===== config.mk =====
export PLATFORM = sky130hd
export DESIGN_NAME = fu_alu_seq_flat
export DESIGN_NICKNAME = d
export VERILOG_FILES = /design/src/rtl/datapath_pkg.sv /design/src/rtl/isa_pkg.sv /design/src/rtl/fu_alu_if.sv /design/src/rtl/fu_alu_wbq.sv /design/src/rtl/fu_alu_seq.sv /design/src/flat_wrapper.sv
export SDC_FILE = /design/constraint.sdc
export NUM_CORES = 1
export LEC_CHECK = 0
export BUFFER_PORTS_ARGS = -buffer_cell sky130_fd_sc_hd__buf_2
export CORE_MARGIN = 5
export CORE_UTILIZATION = 40
export DETAILED_ROUTE_END_ITERATION = 10
export GPL_ROUTABILITY_DRIVEN = 1
export GPL_TIMING_DRIVEN = 0
export PLACE_DENSITY = 0.67
export SYNTH_ARGS = -nofsm -noshare
export SYNTH_HDL_FRONTEND = slang
export SYNTH_SLANG_ARGS = --single-unit

===== constraint.sdc =====
create_clock -name CLK -period 7 [get_ports CLK]
set_input_delay 1.05 -clock CLK [delete_from_list [all_inputs] [get_ports CLK]]
set_output_delay 1.05 -clock CLK [all_outputs]
set_load 0.01 [all_outputs]

===== src/rtl/datapath_pkg.sv =====
// Datapath word type and the writeback record carried from the ALU to the writeback arbiter.
package datapath_pkg;

    typedef logic [31:0] word_t;

    typedef struct packed {
        word_t       data;
        logic [4:0]  rd;
        logic [2:0]  flags;
    } alu_wb_t;

    // Flag vector layout is {negative, overflow, zero}.
    function automatic logic [2:0] pack_flags(input logic negative, input logic overflow,
                                              input logic zero);
        return {negative, overflow, zero};
    endfunction

endpackage


===== src/rtl/isa_pkg.sv =====
// ALU instruction-set definitions shared by the issue logic and the ALU functional unit.
package isa_pkg;

    // Opcodes outside this list are legal to issue; they reach the ALU unchanged.
    typedef enum logic [3:0] {
        ALU_ADD  = 4'd0,
        ALU_SUB  = 4'd1,
        ALU_AND  = 4'd2,
        ALU_OR   = 4'd3,
        ALU_XOR  = 4'd4,
        ALU_SLL  = 4'd5,
        ALU_SRL  = 4'd6,
        ALU_SRA  = 4'd7,
        ALU_SLT  = 4'd8,
        ALU_SLTU = 4'd9
    } aluop_t;

endpackage


===== src/rtl/fu_alu_if.sv =====
// Connection between the ALU sequencer and the combinational ALU.
// Modport tb: the sequencer side driving operands; modport alu: the ALU side.
interface fu_alu_if;
    import isa_pkg::*;
    import datapath_pkg::*;

    aluop_t aluop;
    word_t  port_a;
    word_t  port_b;
    word_t  port_output;
    logic   negative;
    logic   overflow;
    logic   zero;

    modport tb (
        output aluop, port_a, port_b,
        input  port_output, negative, overflow, zero
    );

    modport alu (
        input  aluop, port_a, port_b,
        output port_output, negative, overflow, zero
    );

endinterface


===== src/rtl/fu_alu_wbq.sv =====
// Writeback queue of ALU results: a small synchronous FIFO with flush.
// DEPTH must be a power of two so the pointers wrap naturally.
module fu_alu_wbq
    import datapath_pkg::*;
#(
    parameter int DEPTH = 2
) (
    input  logic                      clk,
    input  logic                      rst,
    input  logic                      flush,
    input  logic                      push,
    input  alu_wb_t                   push_data,
    input  logic                      pop,
    output logic [$clog2(DEPTH):0]    count,
    output alu_wb_t                   head
);

    localparam int AW = $clog2(DEPTH);
    localparam logic [AW-1:0] PTR_ONE = 1;

    alu_wb_t        mem [DEPTH];
    logic [AW-1:0]  wr_ptr;
    logic [AW-1:0]  rd_ptr;

    assign head = mem[rd_ptr];

    // Storage, pointers and occupancy; flush wins over a simultaneous push or pop.
    always_ff @(posedge clk or posedge rst) begin
        if (rst) begin
            wr_ptr <= '0;
            rd_ptr <= '0;
            count  <= '0;
            for (int i = 0; i < DEPTH; i++) begin
                mem[i] <= '0;
            end
        end else if (flush) begin
            wr_ptr <= '0;
            rd_ptr <= '0;
            count  <= '0;
        end else begin
            if (push) begin
                mem[wr_ptr] <= push_data;
                wr_ptr      <= wr_ptr + PTR_ONE;
            end
            if (pop) begin
                rd_ptr <= rd_ptr + PTR_ONE;
            end
            count <= count + {{AW{1'b0}}, push} - {{AW{1'b0}}, pop};
        end
    end

endmodule


===== src/rtl/fu_alu_seq.sv =====
// ALU sequencing front-end: issue port -> EX register driving the ALU -> writeback queue.
// Optional build macro FU_ALU_PERF_EN adds issue and stall performance counters.
module fu_alu_seq
    import isa_pkg::*;
    import datapath_pkg::*;
#(
    parameter int DEPTH = 2
) (
    input  logic         CLK,
    input  logic         RST,
    input  logic         flush,
    input  logic         issue_valid,
    output logic         issue_ready,
    input  aluop_t       issue_aluop,
    input  word_t        issue_rs1,
    input  word_t        issue_rs2,
    input  word_t        issue_imm,
    input  logic         issue_use_imm,
    input  logic [4:0]   issue_rd,
    fu_alu_if.tb         alu,
`ifdef FU_ALU_PERF_EN
    output logic [31:0]  perf_issued,
    output logic [31:0]  perf_stall,
`endif
    output logic         wb_valid,
    input  logic         wb_ready,
    output word_t        wb_data,
    output logic [4:0]   wb_rd,
    output logic [2:0]   wb_flags
);

    localparam int AW = $clog2(DEPTH);
    localparam logic [AW+1:0] DEPTH_W = (AW + 2)'(DEPTH);

    logic          ex_valid;
    aluop_t        ex_aluop;
    word_t         ex_a;
    word_t         ex_b;
    logic [4:0]    ex_rd;

    logic          issue_fire;
    logic          wb_fire;
    logic [AW:0]   q_count;
    logic [AW+1:0] occupancy;
    alu_wb_t       push_data;
    alu_wb_t       q_head;

    // Occupancy counts the op in EX as already queued, so a push never finds the queue full.
    assign wb_fire     = wb_valid && wb_ready;
    assign occupancy   = {1'b0, q_count} + {{(AW + 1){1'b0}}, ex_valid}
                       - {{(AW + 1){1'b0}}, wb_fire};
    assign issue_ready = occupancy < DEPTH_W;
    assign issue_fire  = issue_valid && issue_ready;

    assign alu.aluop  = ex_aluop;
    assign alu.port_a = ex_a;
    assign alu.port_b = ex_b;

    // EX register: loads on issue, empties otherwise; ALU operands hold their last value when idle.
    always_ff @(posedge CLK or posedge RST) begin
        if (RST) begin
            ex_valid <= 1'b0;
            ex_aluop <= aluop_t'(4'd0);
            ex_a     <= '0;
            ex_b     <= '0;
            ex_rd    <= '0;
        end else begin
            ex_valid <= issue_fire && !flush;
            if (issue_fire && !flush) begin
                ex_aluop <= issue_aluop;
                ex_a     <= issue_rs1;
                ex_b     <= issue_use_imm ? issue_imm : issue_rs2;
                ex_rd    <= issue_rd;
            end
        end
    end

    assign push_data = '{data:  alu.port_output,
                         rd:    ex_rd,
                         flags: pack_flags(alu.negative, alu.overflow, alu.zero)};

    fu_alu_wbq #(.DEPTH(DEPTH)) u_wbq (
        .clk       (CLK),
        .rst       (RST),
        .flush     (flush),
        .push      (ex_valid),
        .push_data (push_data),
        .pop       (wb_fire),
        .count     (q_count),
        .head      (q_head)
    );

    assign wb_valid = (q_count != '0);
    assign wb_data  = q_head.data;
    assign wb_rd    = q_head.rd;
    assign wb_flags = q_head.flags;

`ifdef FU_ALU_PERF_EN
    // Performance counters survive flush and wrap silently.
    always_ff @(posedge CLK or posedge RST) begin
        if (RST) begin
            perf_issued <= '0;
            perf_stall  <= '0;
        end else begin
            if (issue_fire) begin
                perf_issued <= perf_issued + 32'd1;
            end
            if (issue_valid && !issue_ready) begin
                perf_stall <= perf_stall + 32'd1;
            end
        end
    end
`endif

endmodule


===== src/flat_wrapper.sv =====
// flat-port wrapper written by rule: the top's interface ports become plain ports
module fu_alu_seq_flat import isa_pkg::*; import datapath_pkg::*;
#(
    parameter int DEPTH = 2
)
  (CLK, RST, flush, issue_valid, issue_ready, issue_aluop, issue_rs1, issue_rs2, issue_imm, issue_use_imm, issue_rd, wb_valid, wb_ready, wb_data, wb_rd, wb_flags, alu_aluop, alu_port_a, alu_port_b, alu_port_output, alu_negative, alu_overflow, alu_zero);
  fu_alu_if alu_i ();
  input  logic CLK;
  input  logic RST;
  input  logic flush;
  input  logic issue_valid;
  output logic issue_ready;
  input  aluop_t issue_aluop;
  input  word_t issue_rs1;
  input  word_t issue_rs2;
  input  word_t issue_imm;
  input  logic issue_use_imm;
  input  logic [4:0] issue_rd;
  output logic wb_valid;
  input  logic wb_ready;
  output word_t wb_data;
  output logic [4:0] wb_rd;
  output logic [2:0] wb_flags;
  output wire logic [$bits(alu_i.aluop)-1:0] alu_aluop;
  output wire logic [$bits(alu_i.port_a)-1:0] alu_port_a;
  output wire logic [$bits(alu_i.port_b)-1:0] alu_port_b;
  input wire logic [$bits(alu_i.port_output)-1:0] alu_port_output;
  input wire logic [$bits(alu_i.negative)-1:0] alu_negative;
  input wire logic [$bits(alu_i.overflow)-1:0] alu_overflow;
  input wire logic [$bits(alu_i.zero)-1:0] alu_zero;
  assign alu_aluop = alu_i.aluop;
  assign alu_port_a = alu_i.port_a;
  assign alu_port_b = alu_i.port_b;
  assign alu_i.port_output = alu_port_output;
  assign alu_i.negative = alu_negative;
  assign alu_i.overflow = alu_overflow;
  assign alu_i.zero = alu_zero;
  fu_alu_seq #(.DEPTH(DEPTH)) u_core (.CLK(CLK), .RST(RST), .flush(flush), .issue_valid(issue_valid), .issue_ready(issue_ready), .issue_aluop(issue_aluop), .issue_rs1(issue_rs1), .issue_rs2(issue_rs2), .issue_imm(issue_imm), .issue_use_imm(issue_use_imm), .issue_rd(issue_rd), .alu(alu_i), .wb_valid(wb_valid), .wb_ready(wb_ready), .wb_data(wb_data), .wb_rd(wb_rd), .wb_flags(wb_flags));
endmodule

==> impl_metrics.csv <==
group,metric,value,unit
run_status,status,"finished clean",
setup_path,rr_startpoint,"u_core.u_wbq.count[1]",
setup_path,critPathMaxStageDelay,410,ps
clock_tree,cts_resized,0,
clock_tree,cts_htree_levels,4,
synth,postSynthAreaPerCell,14.4,sq um
global_routing,grt_max_degree,100,
floorplan,initial_utilization,40.7,%
setup_path,endpoint,"issue_ready",
sta,drv_slew,0,
sta,fin_ws,2680,ps
setup_path,cp.buffers_inverters,4,
clock_tree,clock-sinks,158,
synth,synth_nets,617,
layout,fin_nets,891,
setup_path,timing.rr.end,"u_core.alu.aluop[2]",
synth,yosysWarnings,0,
layout,area_growth,32.8,%
clock_tree,clk-insertion-delay-late,410,ps
synth,async_flop_share,100,%
clock_tree,clkTransAtPathRegs,70,ps
setup_path,start_kind,"primary input",
sta,slew_headroom,44.2,%
hold_path,hold_path_class,"flop to flop",
synth,synth_edf_count,0,
layout,post-route-util,54.0,%
power_and_ir_drop,intPower,2.70,mW
detailed_routing,drc,0,
setup_path,required,5950,ps
detailed_routing,final_antenna_net_count,0,
sta,fmax,232,MHz
detailed_routing,viasPerCell,4.92,
synth,ys_seq_area_share,58.6,%
power_and_ir_drop,pwr-share-clk,24.1,%
placement,dp_hpwl,13.5,mm
sta,hold_viol,0,
floorplan,core-area,0.0166,sq mm
floorplan,die_h,140,um
run,maxCapViolCount,0,
setup_path,worstPathArrival,3270,ps
synth,synth_ff_type,"dfrtp_1",
synth,ys_ff_latch,158,
setup_path,crit_path_start,"wb_ready",
sta,tns,0,ps
clock_tree,cts_tree,"yes",
setup_path,reg2reg_depth,10,
clock_tree,post_cts_buffers,0,
setup_path,path_max_fanout,10,
setup_path,endpoint_kind,"output pin",
synth,syn-cell-area,0.00675,sq mm
floorplan,core.rowCount,47,
detailed_routing,drt-pass1-iter-count,4,
setup_path,path_depth,10,
synth,syn_inst,468,
global_routing,grt_antenna_before_repair,1,
power_and_ir_drop,vdd_ir_drop_max,0.216,mV
detailed_routing,drt_iter0_drc,142,
setup_path,crit_type,"primary input to output pin",
floorplan,num_io_pins,256,
synth,synth.distinct_cells,24,
clock_tree,cts-root-buf,"clkbuf_16",
placement,globalplace.congestion,0.810,
global_routing,overflow,0,
global_routing,grt_pass1_vias,5400,
clock_tree,cts_buffer_depth,2,
layout,antenna_cells,0,
detailed_routing,finalWirelength,17.4,mm
setup_path,crit_slowest_cell,"fa_1",
sta,grt_setup_unrepaired,"false",
setup_path,crit_chain,"buf_2 -> o21a_1 -> ha_1 -> inv_1 -> ha_1 -> fa_1 -> xor2_2 -> clkbuf_1 -> nor2b_1 -> buf_2",
sta,hold_slack,482,ps
global_routing,grt_usage,17.8,%
setup_path,r2r_slack,3930,ps
hold_path,min_path_cells,1,
sta,period_share,61.7,%
clock_tree,cts_buffers,17,
detailed_routing,post_drt_wl_per_cell,17.9,um
power_and_ir_drop,p_sw_share,34.0,%
global_routing,grt_pass1_wl,28.0,mm
power_and_ir_drop,p_leak,4.44,nW
floorplan,design.die.area,0.0196,sq mm
floorplan,die_x,140,um
clock_tree,holdBufCountCts,0,
detailed_routing,via_count,4801,
power_and_ir_drop,powerDensity,456,mW/mm^2
placement,pre_cts_ws,2710,ps
power_and_ir_drop,total_power,4.09,mW
power_and_ir_drop,netSwitchingPower,1.39,mW
layout,drive_gt1_share,46.2,%
power_and_ir_drop,power_frac_seq,38.5,%
sta,worst_pin_slew,837,ps
sta,finalSetupViolCount,0,
setup_path,crit_family,"adder cells",
power_and_ir_drop,p_comb_share,37.4,%
layout,fillers,1464,
sta,final.setup_skew,11.1,ps
sta,layout_min_cycle_time,4320,ps
placement,io_buffers,254,
## worst min-delay path by stage
stage,slack [ps],to,startpoint
finish,480,u_core.alu.aluop[1],u_core.alu.aluop[1]
global route,500,u_core.u_wbq.mem[14],u_core.u_wbq.mem[14]
CTS,480,u_core.alu.port_a[24],u_core.alu.port_a[24]
detailed placement,470,u_core.alu.aluop[2],u_core.alu.aluop[2]
global placement,460,u_core.u_wbq.mem[42],u_core.u_wbq.mem[42]
floorplan,450,u_core.u_wbq.mem[40],u_core.u_wbq.mem[40]
## per-layer routing
metal	wire [um]	up-vias	global-route usage, %
met4	390	2	6.43
met2	8680	179	30.4
li1	-	2221	-
met5	13	-	0
met1	6850	2366	20.5
met3	1480	33	6.59
## cell usage after synthesis, drive strengths merged (2+ instances only)
library cell	instances	area [sq um]
a21oi	64	320
nor2b	3	18.8
xnor2	2	17.5
mux2i	32	320
mux2	161	1810
dfrtp	158	3950
ha	2	25.0
nor2	2	7.51
buf	18	121
inv	5	18.8
clkbuf	13	48.8
## through the flow
step | instance area [sq um] | cells
2_1_floorplan | 6750 | 468
3_3_place_gp | 8290 | 942
3_5_place_dp | 8330 | 943
4_1_cts | 8960 | 975
5_1_grt | 8960 | 975
6_report | 8960 | 975
## power by group through the flow
stage / Combinational (mW) / Clock, mW / Sequential (mW)
5_1_grt: 1.68 / 1.05 / 1.63
2_1_floorplan: 0.859 / 0 / 1.63
3_5_place_dp: 1.56 / 0 / 1.58
6_report: 1.53 / 0.983 / 1.57
3_3_place_gp: 1.51 / 0 / 1.55
4_1_cts: 1.56 / 1.01 / 1.58
## cell usage in the layout (no fill, tap or decap)
cell        Yosys  final
nor3_1          1      1
inv_8           0      2
a21oi_1        64     64
buf_2          10    264
nand3b_1        1      1
buf_6           4      4
and2_1          1      1
buf_1           1      1
mux2_1        121    121
mux2i_1        32     32
buf_16          0      1
or2_2           1      1
clkinvlp_4      0      1
clkbuf_16       0     17
nor2b_1         3      3
dfrtp_1       158    158
buf_4           3      3
mux2_2         40     40
clkinv_2        0      3
clkinv_4        0      3
nor3b_2         1      1
xnor2_1         2      2
xor2_2          1      1
inv_6           0      3
o21a_1          1      1
inv_2           1      1
bufinv_16       0      4
ha_1            2      2
nor2_1          2      2
clkbuf_1       13     13
fa_1            1      1
inv_1           4      3
## flip-flops by register name, summed over array words and instances (netlist names)
signal	cells
u_core.u_wbq.mem	80
u_core.alu.port_a	32
u_core.alu.port_b	32
u_core.ex_rd	5
u_core.alu.aluop	4
u_core.u_wbq.count	2
u_core.ex_valid	1
u_core.u_wbq.rd_ptr	1
u_core.u_wbq.wr_ptr	1
## area by class of cell
class                   instances  area, sq um  area share [%]
flip-flops and latches        158         3950            44.1
well taps                     220          275            3.07
plain buffers                  31          170            1.90
repair buffers                255         1300            14.5
clock buffers                  17          425            4.75
clock inverters                15          209            2.33
multi-input cells             274         2600            29.1
inverters                       5         23.8           0.265
## cells by family after synthesis
logic type	Yosys count	share of synthesized area (%)
fa+ha+maj	3	0.668
xor+xnor	3	0.501
flops	158	58.6
mux	193	31.6
buf+inv	36	2.80
compound gates	65	4.86
simple gates	10	0.946
Note: power is estimated with default switching activity, not from simulation.
